**src/rtl/trace_pkt_pkg.sv**
```systemverilog
// Shared definitions for the RAM tracer packet format: type codes, sync bit
// and payload field layout.
package trace_pkt_pkg;

    localparam int SYNC_BIT = 7;

    localparam int ADDR_W    = 23;
    localparam int TS5_W     = 5;
    localparam int UBLB_W    = 2;
    localparam int DATA_W    = 16;
    localparam int RSVD_W    = 3;
    localparam int PAYLOAD_W = ADDR_W;

    localparam int DATA_LSB = 0;
    localparam int UBLB_LSB = DATA_LSB + DATA_W;
    localparam int TS5_LSB  = UBLB_LSB + UBLB_W;

    typedef logic [1:0] pkt_type_t;

    localparam pkt_type_t PKT_ADDR  = 2'b00;
    localparam pkt_type_t PKT_READ  = 2'b01;
    localparam pkt_type_t PKT_WRITE = 2'b10;
    localparam pkt_type_t PKT_TIME  = 2'b11;

    typedef struct packed {
        logic [TS5_W-1:0]  ts5;
        logic [UBLB_W-1:0] ublb;
        logic [DATA_W-1:0] data;
    } data_payload_t;

endpackage

```
**src/rtl/trace_byte_framer.sv**
```systemverilog
// Byte-level framer: regains packet alignment from the sync bit and presents
// each complete 4-byte packet as type + payload for one cycle.
module trace_byte_framer
    import trace_pkt_pkg::*;
(
    input  logic                 mclk,
    input  logic                 reset,
    input  logic [7:0]           i_byte,
    input  logic                 i_take,
    output pkt_type_t            o_type,
    output logic [PAYLOAD_W-1:0] o_payload,
    output logic                 o_pkt_valid,
    output logic                 o_err_sync,
    output logic                 o_err_rsvd
);

    localparam logic [1:0] ST_HUNT = 2'd0;
    localparam logic [1:0] ST_GOT1 = 2'd1;
    localparam logic [1:0] ST_GOT2 = 2'd2;
    localparam logic [1:0] ST_GOT3 = 2'd3;

    logic [1:0] r_state;
    logic [1:0] w_state_d;
    logic [6:0] r_hdr;
    logic [6:0] r_b1;
    logic [6:0] r_b2;
    logic       w_sync;

    assign w_sync    = i_byte[SYNC_BIT];
    assign o_type    = r_hdr[6:5];
    assign o_payload = {r_hdr[4:0], r_b1, r_b2, i_byte[6:RSVD_W]};

    always_comb begin
        w_state_d   = r_state;
        o_pkt_valid = 1'b0;
        o_err_sync  = 1'b0;
        o_err_rsvd  = 1'b0;
        if (i_take) begin
            if (w_sync) begin
                // A header always starts a fresh packet, aborting any partial one.
                w_state_d  = ST_GOT1;
                o_err_sync = (r_state != ST_HUNT);
            end else begin
                case (r_state)
                    ST_HUNT: o_err_sync = 1'b1;
                    ST_GOT1: w_state_d = ST_GOT2;
                    ST_GOT2: w_state_d = ST_GOT3;
                    default: begin
                        w_state_d = ST_HUNT;
                        if (i_byte[RSVD_W-1:0] != '0) begin
                            o_err_rsvd = 1'b1;
                        end else begin
                            o_pkt_valid = 1'b1;
                        end
                    end
                endcase
            end
        end
    end

    always_ff @(posedge mclk or posedge reset) begin
        if (reset) begin
            r_state <= ST_HUNT;
            r_hdr   <= '0;
            r_b1    <= '0;
            r_b2    <= '0;
        end else begin
            r_state <= w_state_d;
            if (i_take && w_sync) begin
                r_hdr <= i_byte[6:0];
            end
            if (i_take && !w_sync && r_state == ST_GOT1) begin
                r_b1 <= i_byte[6:0];
            end
            if (i_take && !w_sync && r_state == ST_GOT2) begin
                r_b2 <= i_byte[6:0];
            end
        end
    end

endmodule

```
**src/rtl/trace_packet_decoder.sv**
```systemverilog
// Trace stream decoder: rebuilds each logged RAM access as a full event with
// absolute timestamp, burst word address, data and byte lanes.
module trace_packet_decoder
    import trace_pkt_pkg::*;
#(
    parameter int unsigned TIME_W = 32,
    parameter int unsigned IDX_W  = 8
) (
    input  logic              mclk,
    input  logic              reset,
    input  logic [7:0]        in_data,
    input  logic              in_valid,
    output logic              in_ready,
    output logic              ev_valid,
    input  logic              ev_ready,
    output logic [1:0]        ev_type,
    output logic [ADDR_W-1:0] ev_addr,
    output logic [DATA_W-1:0] ev_data,
    output logic [UBLB_W-1:0] ev_ublb,
    output logic [IDX_W-1:0]  ev_index,
    output logic [TIME_W-1:0] ev_time,
    output logic              err_sync,
    output logic              err_rsvd
);

    logic                 w_take;
    pkt_type_t            w_type;
    logic [PAYLOAD_W-1:0] w_payload;
    logic                 w_pkt_valid;
    logic                 w_err_sync;
    logic                 w_err_rsvd;
    data_payload_t        w_dp;
    logic [TIME_W-1:0]    w_time_data;
    logic [TIME_W-1:0]    w_time_stamp;
    logic [IDX_W-1:0]     w_index_next;
    logic [ADDR_W-1:0]    w_data_addr;

    logic [TIME_W-1:0] r_time;
    logic [ADDR_W-1:0] r_base;
    logic [IDX_W-1:0]  r_index;
    logic              r_ev_valid;
    pkt_type_t         r_ev_type;
    logic [ADDR_W-1:0] r_ev_addr;
    logic [DATA_W-1:0] r_ev_data;
    logic [UBLB_W-1:0] r_ev_ublb;
    logic [IDX_W-1:0]  r_ev_index;
    logic [TIME_W-1:0] r_ev_time;
    logic              r_err_sync;
    logic              r_err_rsvd;

    // A byte can only complete a packet when the event register is free or draining.
    assign in_ready = !r_ev_valid || ev_ready;
    assign w_take   = in_valid && in_ready;

    trace_byte_framer u_framer (
        .mclk        (mclk),
        .reset       (reset),
        .i_byte      (in_data),
        .i_take      (w_take),
        .o_type      (w_type),
        .o_payload   (w_payload),
        .o_pkt_valid (w_pkt_valid),
        .o_err_sync  (w_err_sync),
        .o_err_rsvd  (w_err_rsvd)
    );

    assign w_dp         = w_payload;
    assign w_time_data  = r_time + TIME_W'(w_dp.ts5);
    assign w_time_stamp = r_time + TIME_W'(w_payload);
    assign w_index_next = (r_index == '1) ? r_index : r_index + 1'b1;
    assign w_data_addr  = r_base + ADDR_W'(r_index);

    always_ff @(posedge mclk or posedge reset) begin
        if (reset) begin
            r_time     <= '0;
            r_base     <= '0;
            r_index    <= '0;
            r_ev_valid <= 1'b0;
            r_ev_type  <= PKT_ADDR;
            r_ev_addr  <= '0;
            r_ev_data  <= '0;
            r_ev_ublb  <= '0;
            r_ev_index <= '0;
            r_ev_time  <= '0;
            r_err_sync <= 1'b0;
            r_err_rsvd <= 1'b0;
        end else begin
            r_err_sync <= w_err_sync;
            r_err_rsvd <= w_err_rsvd;
            if (w_pkt_valid) begin
                case (w_type)
                    PKT_ADDR: begin
                        r_base     <= w_payload;
                        r_index    <= '0;
                        r_ev_valid <= 1'b1;
                        r_ev_type  <= w_type;
                        r_ev_addr  <= w_payload;
                        r_ev_data  <= '0;
                        r_ev_ublb  <= '0;
                        r_ev_index <= '0;
                        r_ev_time  <= r_time;
                    end
                    PKT_READ, PKT_WRITE: begin
                        r_time     <= w_time_data;
                        r_index    <= w_index_next;
                        r_ev_valid <= 1'b1;
                        r_ev_type  <= w_type;
                        r_ev_addr  <= w_data_addr;
                        r_ev_data  <= w_dp.data;
                        r_ev_ublb  <= w_dp.ublb;
                        r_ev_index <= r_index;
                        r_ev_time  <= w_time_data;
                    end
                    default: begin
                        r_time <= w_time_stamp;
                        if (ev_ready) begin
                            r_ev_valid <= 1'b0;
                        end
                    end
                endcase
            end else if (ev_ready) begin
                r_ev_valid <= 1'b0;
            end
        end
    end

    assign ev_valid = r_ev_valid;
    assign ev_type  = r_ev_type;
    assign ev_addr  = r_ev_addr;
    assign ev_data  = r_ev_data;
    assign ev_ublb  = r_ev_ublb;
    assign ev_index = r_ev_index;
    assign ev_time  = r_ev_time;
    assign err_sync = r_err_sync;
    assign err_rsvd = r_err_rsvd;

endmodule

```
**config.mk**
```make
export PLATFORM = sky130hd
export DESIGN_NAME = trace_packet_decoder
export DESIGN_NICKNAME = d
export VERILOG_FILES = /design/src/rtl/trace_pkt_pkg.sv /design/src/rtl/trace_byte_framer.sv /design/src/rtl/trace_packet_decoder.sv
export SDC_FILE = /design/constraint.sdc
export NUM_CORES = 1
export LEC_CHECK = 0
export BUFFER_PORTS_ARGS = -buffer_cell sky130_fd_sc_hd__buf_2
export CORE_ASPECT_RATIO = 1.75
export CORE_MARGIN = 2
export CORE_UTILIZATION = 40
export CTS_CLUSTER_DIAMETER = 200
export DETAILED_ROUTE_END_ITERATION = 16
export GPL_TIMING_DRIVEN = 0
export HOLD_SLACK_MARGIN = 0.02
export PLACE_DENSITY = 0.56
export SLEW_MARGIN = 20
export SYNTH_ARGS = -nofsm -noshare
export SYNTH_HDL_FRONTEND = slang
export SYNTH_HIERARCHICAL = 1
export SYNTH_SLANG_ARGS = --single-unit
```
**constraint.sdc**
```tcl
create_clock -name mclk -period 6.1 [get_ports mclk]
set_input_delay 0.915 -clock mclk [delete_from_list [all_inputs] [get_ports mclk]]
set_output_delay 0.915 -clock mclk [all_outputs]
set_load 0.02 [all_outputs]
```
==> results.txt <==
----------------------------------------------------
[Clocking]
  Clock tree from TritonCTS ... built
  Post-CTS Hold Fix Bufs ... 0
  Clock-pin slew of the registers on the worst-case setup and hold paths ... 0.07 ns
  Number of H-tree branching levels ... 4
  Root Buffer ... clkbuf_16
  Source-to-sink clock delay at the later pin of the worst-skew pair ... 0.46 ns
  Count of clock tree sinks ... 172
  # Post-CTS Setup Buffers ... 0
  Resized Gates After CTS ... 0
  Number of buffers added by the clock tree synthesis step ... 17
  Clock tree buffer depth ... 2

[GRT]
  Overall global routing resource usage ... 0.2578
  Maximum number of pins on one net before global-route repair ... 89
  Global-route wire length before repair ... 52,570 um
  Number of antenna violations at the first check in global routing ... 0
  Remaining global-route overflow ... 0
  Number of global-route vias before repair ... 9,171

[Synthesis]
  Sequential share of the synthesized area ... 0.4214
  Cell accounting for the most synthesized area ... dfrtp_1
  Fraction of synthesis flops using an asynchronous set or reset pin ... 1.000
  Post-synthesis cell type count ... 71
  Post-synth EDFFs ... 0
  Syn. warnings ... 6
  Register bit total from synthesis ... 172
  Synthesized area per cell ... 9.055 sq um
  Top cell type's share of synthesized area ... 0.4214
  Prevailing post-synth register cell ... dfrtp_1
  Synth area leaders ... dfrtp_1, nand2_1, ha_1, o21ai_0, mux2_2
  Synth Net Count ... 1,187
  Post-Synthesis Cells ... 1,128
  Total standard cell area after synthesis ... 10,210 sq um

[STA]
  Max_slew headroom ... 0.3353
  Worst-case clock skew ... 0.01267 ns
  Tmin final ... 4.011 ns
  Worst-margin pin slew ... 0.9970 ns
  Unrepaired setup endpoints after global routing ... false
  Setup ws final ... 2.089 ns
  Number of hold violations in the final report ... 0
  Slew Limit Fails ... 0
  Fraction of the cycle the final worst path needs ... 0.6575
  Summed negative setup slack over all endpoints ... 0 ns
  Highest clock rate ... 0.2493 GHz
  Count of final setup violators ... 0

[Die]
  Chip Width ... 124.8 um
  Core area ... 25,150 sq um
  Number of ports placed on the die boundary ... 99
  Die outline height ... 215.4 um
  Initial standard-cell utilization of the core ... 0.4062
  Die Area ... 26,880 sq um
  # rows ... 77

[Setup path]
  Number of cells on the worst reg-to-reg path ... 11
  Crit path arrival time ... 4.36 ns
  Cell with the largest stage delay on the worst path ... nor4_2
  End point of the critical path ... r_time[10]
  Setup crit end kind ... register
  Category of the critical setup timing path ... primary input to register
  Number of logic stages on the critical path including buffering ... 12
  Critical path peak fanout ... 10
  Series of cell instances along the critical path ... buf_2 -> nand2b_1 -> and2_1 -> buf_4 -> nand3b_1 -> nor4_2 -> nor2b_1 -> clkbuf_1 -> nand2_1 -> nor3_1 -> nand3_1 -> o221a_2
  Worst path buffer plus inverter count ... 3
  Worst r2r src ... ev_valid
  Critical Path Source Type ... primary input
  Terminus of the critical flop-to-flop path ... r_time[10]
  Longest individual stage delay on the worst path ... 0.64 ns
  Worst-case register-to-register setup slack ... 2.26 ns
  Data required time of the critical path ... 6.45 ns
  Cell class contributing the biggest share of worst-path delay ... simple AND/OR/NAND/NOR gates
  CP startpoint ... ev_ready

[Finish]
  Count of antenna diodes in the layout ... 0
  Area grow syn2layout ... 15.41%
  Top library cells by usage in the layout, fill and taps aside ... nand2_1, dfrtp_1, o21ai_0
  Most common library cell in the layout ignoring fill and taps ... nand2_1
  Share of the core filled with cells ... 0.4688
  Final net count ... 1,305
  Fraction of layout instances using a drive strength above 1 ... 0.1652

[Drt]
  Routed vias/inst ... 5.663
  Total number of vias ... 8,920
  Residual DRC ... 0
  Detailed Routing Iterations Pass 1 ... 5
  Sum of routed wire length over all layers ... 34,250 um
  Post-DRT Antenna Nets ... 0
  Iteration-0 DRC Markers ... 555
  Average detailed-routed wire length per instance ... 21.74 um

[Placed design]
  Dpl hpwl ... 26,250 um
  IO buf count ... 98
  Final GP Congestion ... 0.9460
  Post-Place Worst Slack ... 1.696 ns

[Run status]
  Status ... complete, no violations

[Job]
  Max capacitance violation total ... 0

[Power]
  Pwr Total ... 0.004142 W
  Power Dens Cells ... 351.4 nW/um^2
  Worst supply voltage drop on vdd ... 0.2450 mV
  Static power due to leakage ... 5.503 nW

[Hold path]
  Class of the most critical hold timing path ... register to register

----------------------------------------------------
==> state kept, by name, summed over array words and instances, names as in the netlist <==
name              flops
err_rsvd              1
err_sync              1
ev_addr              23
ev_data              16
ev_index              8
ev_time              32
ev_type               2
ev_ublb               2
ev_valid              1
r_base               23
r_index               8
r_time               32
u_framer/r_b1         7
u_framer/r_b2         7
u_framer/r_hdr        7
u_framer/r_state      2
==> worst min path at each step <==
stage                     start           to  slack [ns]  cells after the start
CTS                 ev_index[2]  ev_index[2]        0.47                      2
global placement     ev_data[5]   ev_data[5]        0.45                      2
global route        ev_index[2]  ev_index[2]        0.48                      2
detailed placement  ev_index[2]  ev_index[2]        0.45                      2
floorplan            r_time[31]   r_time[31]        0.47                      1
finish               ev_data[4]   ev_data[4]        0.46                      2
==> metrics by stage <==
| stage | cells | hold slack, ns | cell area, sq um |
|---|---|---|---|
| 3_5_place_dp | 1543 | 0.4505 | 11150 |
| 2_1_floorplan | 1128 | 0.4654 | 10210 |
| 4_1_cts | 1575 | 0.4650 | 11790 |
| 6_report | 1575 | 0.4580 | 11790 |
| 5_1_grt | 1575 | 0.4754 | 11790 |
| 3_3_place_gp | 1542 | 0.4468 | 11100 |
==> final cells by class <==
class	count	area, sq um
clock inverters	12	193.9
plain buffers	67	311.5
clock buffers	20	446.7
repair buffers	99	518.0
flip-flops and latches	172	4304
multi-input cells	864	5517
well taps	316	395.4
fillers	2503	13360
inverters	25	101.3
==> cell families after synthesis <==
family,share of synthesized area
AO/OA/AOI/OAI,0.1618
XOR/XNOR,0.06003
adder cells (fa/ha/maj),0.05978
buffers and inverters,0.03969
flip-flops,0.4214
multiplexers,0.07093
AND/OR/NAND/NOR,0.1863
==> report_power, final <==
| group | internal (W) | switching [W] | leakage [nW] |
|---|---|---|---|
| combinational | 0.000505 | 0.000880 | 2.87 |
| sequential | 0.00131 | 0.000249 | 2.32 |
| clock | 0.000734 | 0.000467 | 0.310 |
==> Yosys cell counts (all sizes together) (24+ instances only) <==
cell type    n
nand2      191
dfrtp      172
o21ai      114
a21oi       65
nor2        57
nand3       51
clkbuf      48
xnor2       47
ha          44
mux2        43
inv         25
mux2i       24
==> metal layers <==
layer	vias up	GRT usage	wire (um)
met2	246	0.4809	18340
met4	0	0.1727	2393
li1	4225	-	-
met1	4354	0.2618	12410
met3	95	0.03917	1101
met5	-	0	0
==> worst min-delay path: stages (launching register included) <==
cell and delay (ns):
dfrtp_1 0.33, nand2_1 0.05, nand2_1 0.04
Power figures use the tool's default switching activity.
